$ cat config.mk
export PLATFORM = sky130hd
export DESIGN_NAME = deserializer_sipo
export DESIGN_NICKNAME = d
export VERILOG_FILES = /design/src/rtl/deserializer_sipo.sv
export SDC_FILE = /design/constraint.sdc
export NUM_CORES = 1
export LEC_CHECK = 0
export CAP_MARGIN = 20
export CORE_MARGIN = 2
export CORE_UTILIZATION = 35
export CTS_BUF_LIST = sky130_fd_sc_hd__clkbuf_4 sky130_fd_sc_hd__clkbuf_8
export DETAILED_ROUTE_END_ITERATION = 10
export PLACE_DENSITY = 0.56
export REMOVE_ABC_BUFFERS = 1
export SYNTH_ARGS = -nofsm -noshare
export SYNTH_HDL_FRONTEND = slang
export SYNTH_SLANG_ARGS = --single-unit
$ cat constraint.sdc
create_clock -name clk -period 3.4 [get_ports clk]
set_clock_uncertainty 0.2 [all_clocks]
set_input_delay 0.34 -clock clk [delete_from_list [all_inputs] [get_ports clk]]
set_output_delay 0.34 -clock clk [all_outputs]
set_load 0.01 [all_outputs]
$ cat src/rtl/deserializer_sipo.sv
// Serial-in/parallel-out receiver: start bit, DATA_WIDTH data bits LSB first, stop bit.
// Define PARITY_CHECK_EN to expect an even-parity bit between the data and the stop bit.
module deserializer_sipo #(
   parameter int DATA_WIDTH = 8
) (
   input  logic                  clk,
   input  logic                  rst,
   input  logic                  srl_in,
   input  logic                  bit_en,
   output logic [DATA_WIDTH-1:0] out_data,
   output logic                  out_valid,
   input  logic                  out_ready,
   output logic                  frame_err,
   output logic                  parity_err,
   output logic                  overrun_err
);

   localparam int CW = $clog2(DATA_WIDTH);

   typedef enum logic [1:0] {S_IDLE, S_DATA, S_PARITY, S_STOP} state_e;

   state_e                state_q, state_d;
   logic [CW-1:0]         cnt_q, cnt_d;
   logic [DATA_WIDTH-1:0] shift_q, shift_d;
   logic [DATA_WIDTH-1:0] out_data_q, out_data_d;
   logic                  out_valid_q, out_valid_d;
   logic                  frame_err_q, frame_err_d;
   logic                  overrun_err_q, overrun_err_d;
   logic                  start_en, shift_en, par_en, stop_en;
   logic                  last_bit, parity_ok, word_good, load;

   assign last_bit = (cnt_q == CW'(DATA_WIDTH - 1));

   always_ff @(posedge clk) begin
      if (rst) state_q <= S_IDLE;
      else     state_q <= state_d;
   end

   always_comb begin
      state_d = state_q;
      if (bit_en) begin
         case (state_q)
            S_IDLE:   if (!srl_in) state_d = S_DATA;
            S_DATA: begin
               if (last_bit) begin
`ifdef PARITY_CHECK_EN
                  state_d = S_PARITY;
`else
                  state_d = S_STOP;
`endif
               end
            end
            S_PARITY: state_d = S_STOP;
            default:  state_d = S_IDLE;
         endcase
      end
   end

   always_comb begin
      start_en = bit_en && (state_q == S_IDLE) && !srl_in;
      shift_en = bit_en && (state_q == S_DATA);
      par_en   = bit_en && (state_q == S_PARITY);
      stop_en  = bit_en && (state_q == S_STOP);
   end

`ifdef PARITY_CHECK_EN
   logic par_q, par_d;

   always_comb begin
      par_d = par_q;
      if (par_en) par_d = srl_in;
   end

   always_ff @(posedge clk) begin
      if (rst) par_q <= 1'b0;
      else     par_q <= par_d;
   end

   logic parity_err_q, parity_err_d;

   // Even parity: data bits and the parity bit together must XOR to zero.
   assign parity_ok    = ~(^shift_q ^ par_q);
   assign parity_err_d = stop_en && !parity_ok;

   always_ff @(posedge clk) begin
      if (rst) parity_err_q <= 1'b0;
      else     parity_err_q <= parity_err_d;
   end

   assign parity_err = parity_err_q;
`else
   logic unused_par_en;

   assign unused_par_en = par_en;
   assign parity_ok     = 1'b1;
   assign parity_err    = 1'b0;
`endif

   // Output handshake: a word transfers on an edge where out_valid & out_ready;
   // out_valid then stays high only if a new word is loaded on that same edge.
   always_comb begin
      cnt_d         = cnt_q;
      shift_d       = shift_q;
      word_good     = stop_en && srl_in && parity_ok;
      load          = word_good && (!out_valid_q || out_ready);
      out_data_d    = out_data_q;
      out_valid_d   = out_valid_q;
      frame_err_d   = stop_en && !srl_in;
      overrun_err_d = word_good && out_valid_q && !out_ready;
      if (start_en) begin
         cnt_d = '0;
      end else if (shift_en) begin
         shift_d = {srl_in, shift_q[DATA_WIDTH-1:1]};
         cnt_d   = last_bit ? '0 : cnt_q + 1'b1;
      end
      if (load) begin
         out_data_d  = shift_q;
         out_valid_d = 1'b1;
      end else if (out_valid_q && out_ready) begin
         out_valid_d = 1'b0;
      end
   end

   always_ff @(posedge clk) begin
      if (rst) begin
         cnt_q         <= '0;
         shift_q       <= '0;
         out_data_q    <= '0;
         out_valid_q   <= 1'b0;
         frame_err_q   <= 1'b0;
         overrun_err_q <= 1'b0;
      end else begin
         cnt_q         <= cnt_d;
         shift_q       <= shift_d;
         out_data_q    <= out_data_d;
         out_valid_q   <= out_valid_d;
         frame_err_q   <= frame_err_d;
         overrun_err_q <= overrun_err_d;
      end
   end

   assign out_data    = out_data_q;
   assign out_valid   = out_valid_q;
   assign frame_err   = frame_err_q;
   assign overrun_err = overrun_err_q;

endmodule
==> results of run 1 <==
==> worst paths after layout <==
| kind | start | to | slack [ps] |
|---|---|---|---|
| setup reg to reg | state_q[0] | out_data[6] | 1670 |
| setup / recovery | out_data[1] | out_data[1] | 1640 |
| hold reg to reg | cnt_q[1] | cnt_q[1] | 270 |
| hold / removal | cnt_q[1] | cnt_q[1] | 270 |
==> Yosys cell counts <==
cell type,count
or2b_2,1
nand2_1,8
buf_2,1
o21ai_0,8
nor2b_1,1
nor2b_2,1
nand3_2,1
a31oi_1,1
a21oi_1,11
buf_4,1
inv_1,2
nand3_1,7
conb_1,1
a21o_1,1
and3_4,1
a211oi_1,1
nor3_1,2
nand2b_1,20
buf_6,2
nor2_1,2
ha_1,5
mux2i_1,10
clkbuf_1,2
and2_4,1
dfxtp_1,24
==> layout by cell type, fill, tap and decap left out <==
master	n
a31oi_1	1
a211oi_1	1
nand2_1	8
nand3_2	1
or2b_2	1
nor2b_2	1
clkbuf_8	1
nor2_1	2
nor2b_1	1
mux2i_1	10
and3_4	1
clkbuf_4	3
conb_1	1
ha_1	5
nand3_1	7
nor3_1	2
inv_1	2
a21o_1	1
and2_4	1
dfxtp_1	24
o21ai_0	8
a21oi_1	11
nand2b_1	20
clkdlybuf4s50_1	15
==> layer usage <==
metal | vias to the layer above | GRT usage | wire [um]
met3 | 5 | 0.02620 | 55
met1 | 388 | 0.1390 | 842
met2 | 13 | 0.1884 | 829
li1 | 411 | - | -
met5 | - | 0 | 0
met4 | 0 | 0.06818 | 45
==> sequential cells by signal, summed over array words and instances, names as in the netlist <==
| name | count |
|---|---|
| frame_err | 1 |
| state_q | 2 |
| out_data | 8 |
| shift_q | 8 |
| overrun_err | 1 |
| cnt_q | 3 |
| out_valid | 1 |
==> where the power goes <==
part           switching (mW)  internal [mW]
logic                  0.0259         0.0200
registers             0.00293          0.285
clock network          0.0876         0.0655
==> logic make-up after synthesis <==
logic type / synth area share
adder cells (fa/ha/maj): 0.05821
AO/OA/AOI/OAI: 0.1083
other: 0.003489
AND/OR/NAND/NOR: 0.2433
flip-flops: 0.4470
buffers and inverters: 0.04657
multiplexers: 0.09314
==> final cells by class <==
| cell class | count | area share |
|---|---|---|
| multi-input combinational | 83 | 0.4320 |
| sequential | 24 | 0.3813 |
| timing repair buffer | 15 | 0.1192 |
| tap | 33 | 0.03277 |
| clock buffer | 4 | 0.02880 |
| inverter | 2 | 0.005958 |
==> flow_summary.yaml, run 1 <==
sta:
  fin_ws_ps: 1643
  setup-tns-final_ps: 0
  post-route-period-util: 0.5167
  grt_setup_unrepaired: "no"
  fmax_ghz: 0.5692
  setup_viol: 0
  worstMarginPinSlew_ps: 886.6
  fin_hold_ws_ps: 273.4
  fin_crit_ps: 1757
  finalMaxSlewViolations: 0
  finalHoldViolations: 0
  relSlewSlack: 0.4071
finish:
  instances_no_fill: 161
  ff_latch_area_um2: 480.5
  drive_above_1_share: 0.07031
  synthToLayoutAreaGrowth_pct: 17.23
  multi_input_area_um2: 544.3
  final_core_util: 0.4231
  fin_nets: 139
  postLayoutCellArea_mm2: 0.001260
  diodes: 0
  n_fill_cell: 317
yosys:
  synthCells: 115
  synthesis.area_mm2: 0.001075
  ys_ff_latch: 24
  synth_cell_types: 25
  ys_warn_count: 0
  yosys.area.top_type: "dfxtp_1"
  yosys-top-cells-area: "dfxtp_1 (45%), nand2b_1 (12%), mux2i_1 (9.3%), ha_1 (5.8%), a21oi_1 (5.1%)"
  ys_seq_area_frac: 0.4470
  syn_avg_cell_area_um2: 9.346
  yosys.area.top_type_share: 0.4470
worst_setup_path:
  cp.arrival_ps: 1220
  cp_max_fo: 2
  start_kind: "flip-flop"
  reg2reg_depth: 4
  critical-path-max-stage-delay_ps: 540
  critPathTopFamily: "buffers and inverters"
  crit_chain: "clkdlybuf4s50_1"
  crit_type: "reg -> out"
  critPathBufInv: 1
  worst-path-stages: 1
  crit_path_top_delay_cell: "clkdlybuf4s50_1"
  cp-end-kind: "primary output"
  crit_required_ps: 2860
global_route:
  first_global_vias: 759
  grt_util_all_layers: 0.1161
  grt_max_degree: 32
  antenna_found_initial: 0
  grt_pass1_wl_um: 3084
  grt_overflow_total: 0
placed_design:
  dp.cells: 157
  dp_hpwl_um: 1225
  placed_area_mm2: 0.001224
  io_buffers: 15
  gp_congestion: 0.6521
  place_ws_ps: 1276
drt:
  wl_per_cell_um: 11.00
  first_pass_iters: 4
  ant_nets: 0
  drtIter0Drc: 12
  vias_per_cell: 5.075
  via_count: 817
  drc: 0
  routed_wirelength_um: 1771
hold_path:
  worstHoldPathType: "reg -> reg"
  min_path_cells: 2
outcome:
  status: "completed"
power_and_ir_drop:
  ir_drop_uv: 152.3
  leakagePower_nw: 0.4205
  p_per_area_mw_per_mm2: 386.2
  power_uw: 486.6
clock_network:
  clock_tree.buffer_depth: 2
  cts-resized-gates: 0
  cts_buffers: 3
  clkLatencyLatePin_ps: 320
  htreeDepth: 1
  cts_hold_buf: 0
  cts_root_buffer: "clkbuf_4"
  cts_setup_buffers: 0
  clk_pin_slew_ps: 140
  tritoncts: "done"
  cts.sinks: 24
floorplan:
  rows: 20
  die-height_um: 59.42
  fp.dieW_um: 59.42
  die-area_mm2: 0.003530
  coreArea_mm2: 0.002978
  io_pins: 17
  start_util: 0.3609
job:
  max-cap-violations: 0
Note: power is estimated with default switching activity, not from simulation.
==> inputs of run 2 (changes only) <==
clock period = 1.82 ns   (was 3.4 ns; I/O delays follow)
==> flow_summary.yaml, run 2 (synthesis results as in run 1) <==
finish:
  final_common_cell: "dfxtp_1"
  n_fill_cell: 307
  final_cell_mix: "dfxtp_1 (24), nand2b_1 (20), clkdlybuf4s50_1 (15)"
  fin_nets: 143
  diodes: 0
  final_core_util: 0.4374
  drive_above_1_share: 0.09848
  synthToLayoutAreaGrowth_pct: 21.19
worst_setup_path:
  r2r-start: "cnt_q[0]"
  crit_type: "reg -> out"
  critical-path-max-stage-delay_ps: 530
  cp-startpoint: "out_valid"
  cp_max_fo: 2
  crit_path_top_delay_cell: "clkdlybuf4s50_1"
  critPathTopFamily: "buffers and inverters"
  crit_required_ps: 1440
  critPathBufInv: 1
  cp-end-kind: "primary output"
  crit_chain: "clkdlybuf4s50_1"
  start_kind: "flip-flop"
  cp.arrival_ps: 1210
clock_network:
  cts_hold_buf: 0
  cts_setup_buffers: 0
  cts_root_buffer: "clkbuf_4"
  cts_buffers: 3
  clkLatencyLatePin_ps: 320
  clk_pin_slew_ps: 130
  cts.sinks: 24
  tritoncts: "done"
  htreeDepth: 1
  cts-resized-gates: 0
  clock_tree.buffer_depth: 2
sta:
  setup_viol: 0
  grt_setup_unrepaired: "no"
  post-route-period-util: 0.8732
  finalHoldViolations: 0
  fmax_ghz: 0.6292
  fin_crit_ps: 1589
  setup-tns-final_ps: 0
  finalMaxSlewViolations: 0
drt:
  ant_nets: 0
  via_count: 809
  wl_per_cell_um: 10.88
  first_pass_iters: 4
  vias_per_cell: 4.903
  routed_wirelength_um: 1795
  drc: 0
  drtIter0Drc: 15
global_route:
  first_global_vias: 713
  grt_pass1_wl_um: 3084
  grt_max_degree: 29
  grt_util_all_layers: 0.1160
  grt_overflow_total: 0
  antenna_found_initial: 0
power_and_ir_drop:
  leakagePower_nw: 0.4432
  power_frac_clock: 0.309
  seqPwrFrac: 0.589
  p_per_area_mw_per_mm2: 699.7
  ir_drop_uv: 247.8
  p_int_uw: 697.1
  switching_share: 0.2351
  combPwrFrac: 0.102
  p_sw_uw: 214.3
placed_design:
  gp_congestion: 0.6168
  dp_hpwl_um: 1292
  io_buffers: 15
hold_path:
  min_from: "cnt_q[1]"
  worstHoldPathType: "reg -> reg"
floorplan:
  rows: 20
  coreArea_mm2: 0.002978
  io_pins: 17
  fp.dieW_um: 59.42
  start_util: 0.3609
  die-area_mm2: 0.003530
  die-height_um: 59.42
job:
  max-cap-violations: 0
outcome:
  status: "completed"
## run 2: metal layers
layer	vias up	track usage	share of wire
li1	426	-	-
met1	369	0.1442	0.51
met2	9	0.1774	0.44
met3	5	0.02620	0.025
met4	0	0.07792	0.027
met5	-	0	0
## run 2: worst paths after layout
| kind | end | cells after the start | slack, ps |
|---|---|---|---|
| setup / recovery | out_valid | 1 | 230 |
| setup reg to reg | state_q[0] | 5 | 250 |
| hold / removal | cnt_q[1] | 2 | 270 |
| hold reg to reg | cnt_q[1] | 2 | 270 |
## run 2: power by group through the flow
stage	Sequential (mW)	Clock, mW	Combinational (mW)
finish	0.537	0.281	0.0931
global route	0.539	0.317	0.103
CTS	0.537	0.297	0.0945
detailed placement	0.548	0	0.0945
global placement	0.549	0	0.0919
floorplan	0.548	0	0.0548
## run 2: per-stage QoR
| stage | instances | setup slack (ps) | power [mW] | cell area (um^2) | hold slack (ps) |
|---|---|---|---|---|---|
| floorplan | 109 | 319.8 | 0.6023 | 1032 | 51.07 |
| global placement | 161 | 157.4 | 0.6404 | 1266 | 246.3 |
| detailed placement | 161 | 98.95 | 0.6430 | 1266 | 258.1 |
| CTS | 165 | 208.6 | 0.9284 | 1303 | 277.3 |
| global route | 165 | 121.5 | 0.9595 | 1303 | 293.4 |
| finish | 165 | 230.7 | 0.9114 | 1303 | 274.0 |
## run 2: area by class of cell
| cell class | instances | area, um^2 | share of cell area |
|---|---|---|---|
| multi-input combinational | 83 | 544.3 | 0.4179 |
| sequential | 24 | 480.5 | 0.3689 |
| inverter | 2 | 7.507 | 0.005764 |
| tap | 33 | 41.29 | 0.03170 |
| clock buffer | 4 | 36.28 | 0.02786 |
| timing repair buffer | 19 | 192.7 | 0.1479 |
==> inputs of run 3 (changes only) <==
MAX_ROUTING_LAYER = met4   (was default)
==> flow_summary.yaml, run 3 (synthesis results as in run 1) <==
global_route:
  grt_max_degree: 29
  antenna_found_initial: 0
  grt_util_all_layers: 0.1208
  grt_overflow_total: 0
  first_global_vias: 710
  grt_pass1_wl_um: 3098
hold_path:
  worstHoldPathType: "reg -> reg"
floorplan:
  rows: 20
  die-height_um: 59.42
  coreArea_mm2: 0.002978
  start_util: 0.3609
  fp.dieW_um: 59.42
  io_pins: 17
  die-area_mm2: 0.003530
finish:
  instances_no_fill: 165
  synthToLayoutAreaGrowth_pct: 21.19
  final_common_cell: "dfxtp_1"
  final_core_util: 0.4374
  diodes: 0
  postLayoutCellArea_mm2: 0.001303
  fin_nets: 143
  drive_above_1_share: 0.09848
  n_fill_cell: 307
  ff_latch_area_um2: 480.5
  multi_input_area_um2: 544.3
  final_cell_mix: "dfxtp_1 (24), nand2b_1 (20), clkdlybuf4s50_1 (15)"
clock_network:
  clkLatencyLatePin_ps: 310
  cts_setup_buffers: 0
  clk_pin_slew_ps: 130
  cts-resized-gates: 0
  tritoncts: "done"
  cts_root_buffer: "clkbuf_4"
  cts_buffers: 3
  cts.sinks: 24
  clock_tree.buffer_depth: 2
  cts_hold_buf: 0
  htreeDepth: 1
sta:
  post-route-period-util: 0.8697
  fmax_ghz: 0.6317
  finalHoldViolations: 0
  grt_setup_unrepaired: "no"
  fin_ws_ps: 237.1
  fin_hold_ws_ps: 274.0
  setup_viol: 0
  finalMaxSlewViolations: 0
  fin_crit_ps: 1583
  setup-tns-final_ps: 0
power_and_ir_drop:
  power_uw: 907.6
  ir_drop_uv: 246.5
  leakagePower_nw: 0.4432
  p_per_area_mw_per_mm2: 696.8
drt:
  via_count: 807
  vias_per_cell: 4.891
  drtIter0Drc: 32
  routed_wirelength_um: 1778
  drc: 0
  wl_per_cell_um: 10.78
  ant_nets: 0
  first_pass_iters: 4
worst_setup_path:
  critPathBufInv: 1
  start_kind: "flip-flop"
  reg2reg_slack_ps: 250
  cp_max_fo: 2
  cp-end-kind: "primary output"
  crit_chain: "clkdlybuf4s50_1"
  critical-path-max-stage-delay_ps: 530
  cp.arrival_ps: 1200
  crit_type: "reg -> out"
  crit_required_ps: 1440
  crit_path_top_delay_cell: "clkdlybuf4s50_1"
  critPathTopFamily: "buffers and inverters"
placed_design:
  dp_hpwl_um: 1292
  dp.cells: 161
  io_buffers: 15
  gp_congestion: 0.6213
  place_ws_ps: 98.95
  placed_area_mm2: 0.001266
job:
  max-cap-violations: 0
outcome:
  status: "completed"
run 3: cell counts in the layout (fill, tap and decap cells not counted):
Identical to the previous run, type by type.
run 3: layout make-up:
type | instances | share of cell area
clock buffers | 4 | 0.02786
inverters | 2 | 0.005764
multi-input cells | 83 | 0.4179
flip-flops and latches | 24 | 0.3689
well taps | 33 | 0.03170
repair buffers | 19 | 0.1479
run 3: layer usage:
layer / global-route usage / wire [um] / part of all wire
met5: - / 0 / 0
met4: 0.07792 / 19 / 0.011
met3: 0.03275 / 40 / 0.022
met2: 0.1774 / 822 / 0.46
met1: 0.1442 / 896 / 0.50
run 3: report_power, final:
part	internal (mW)	total [mW]	switching, mW
Sequential	0.532	0.537	0.00529
Combinational	0.0431	0.0932	0.0501
Clock	0.122	0.277	0.155
run 3: path summary, 6_finish.rpt:
path / start / endpoint / cells after the start
hold reg to reg: cnt_q[1] / cnt_q[1] / 2
setup / recovery: out_valid / out_valid / 1
hold / removal: cnt_q[1] / cnt_q[1] / 2
setup reg to reg: cnt_q[0] / state_q[0] / 5
run 3: worst reg2reg max path, stage by stage (launching register included):
cell and delay (ps):
dfxtp_1 350, ha_1 200, ha_1 200, nand2b_1 160, and3_4 180, a211oi_1 210
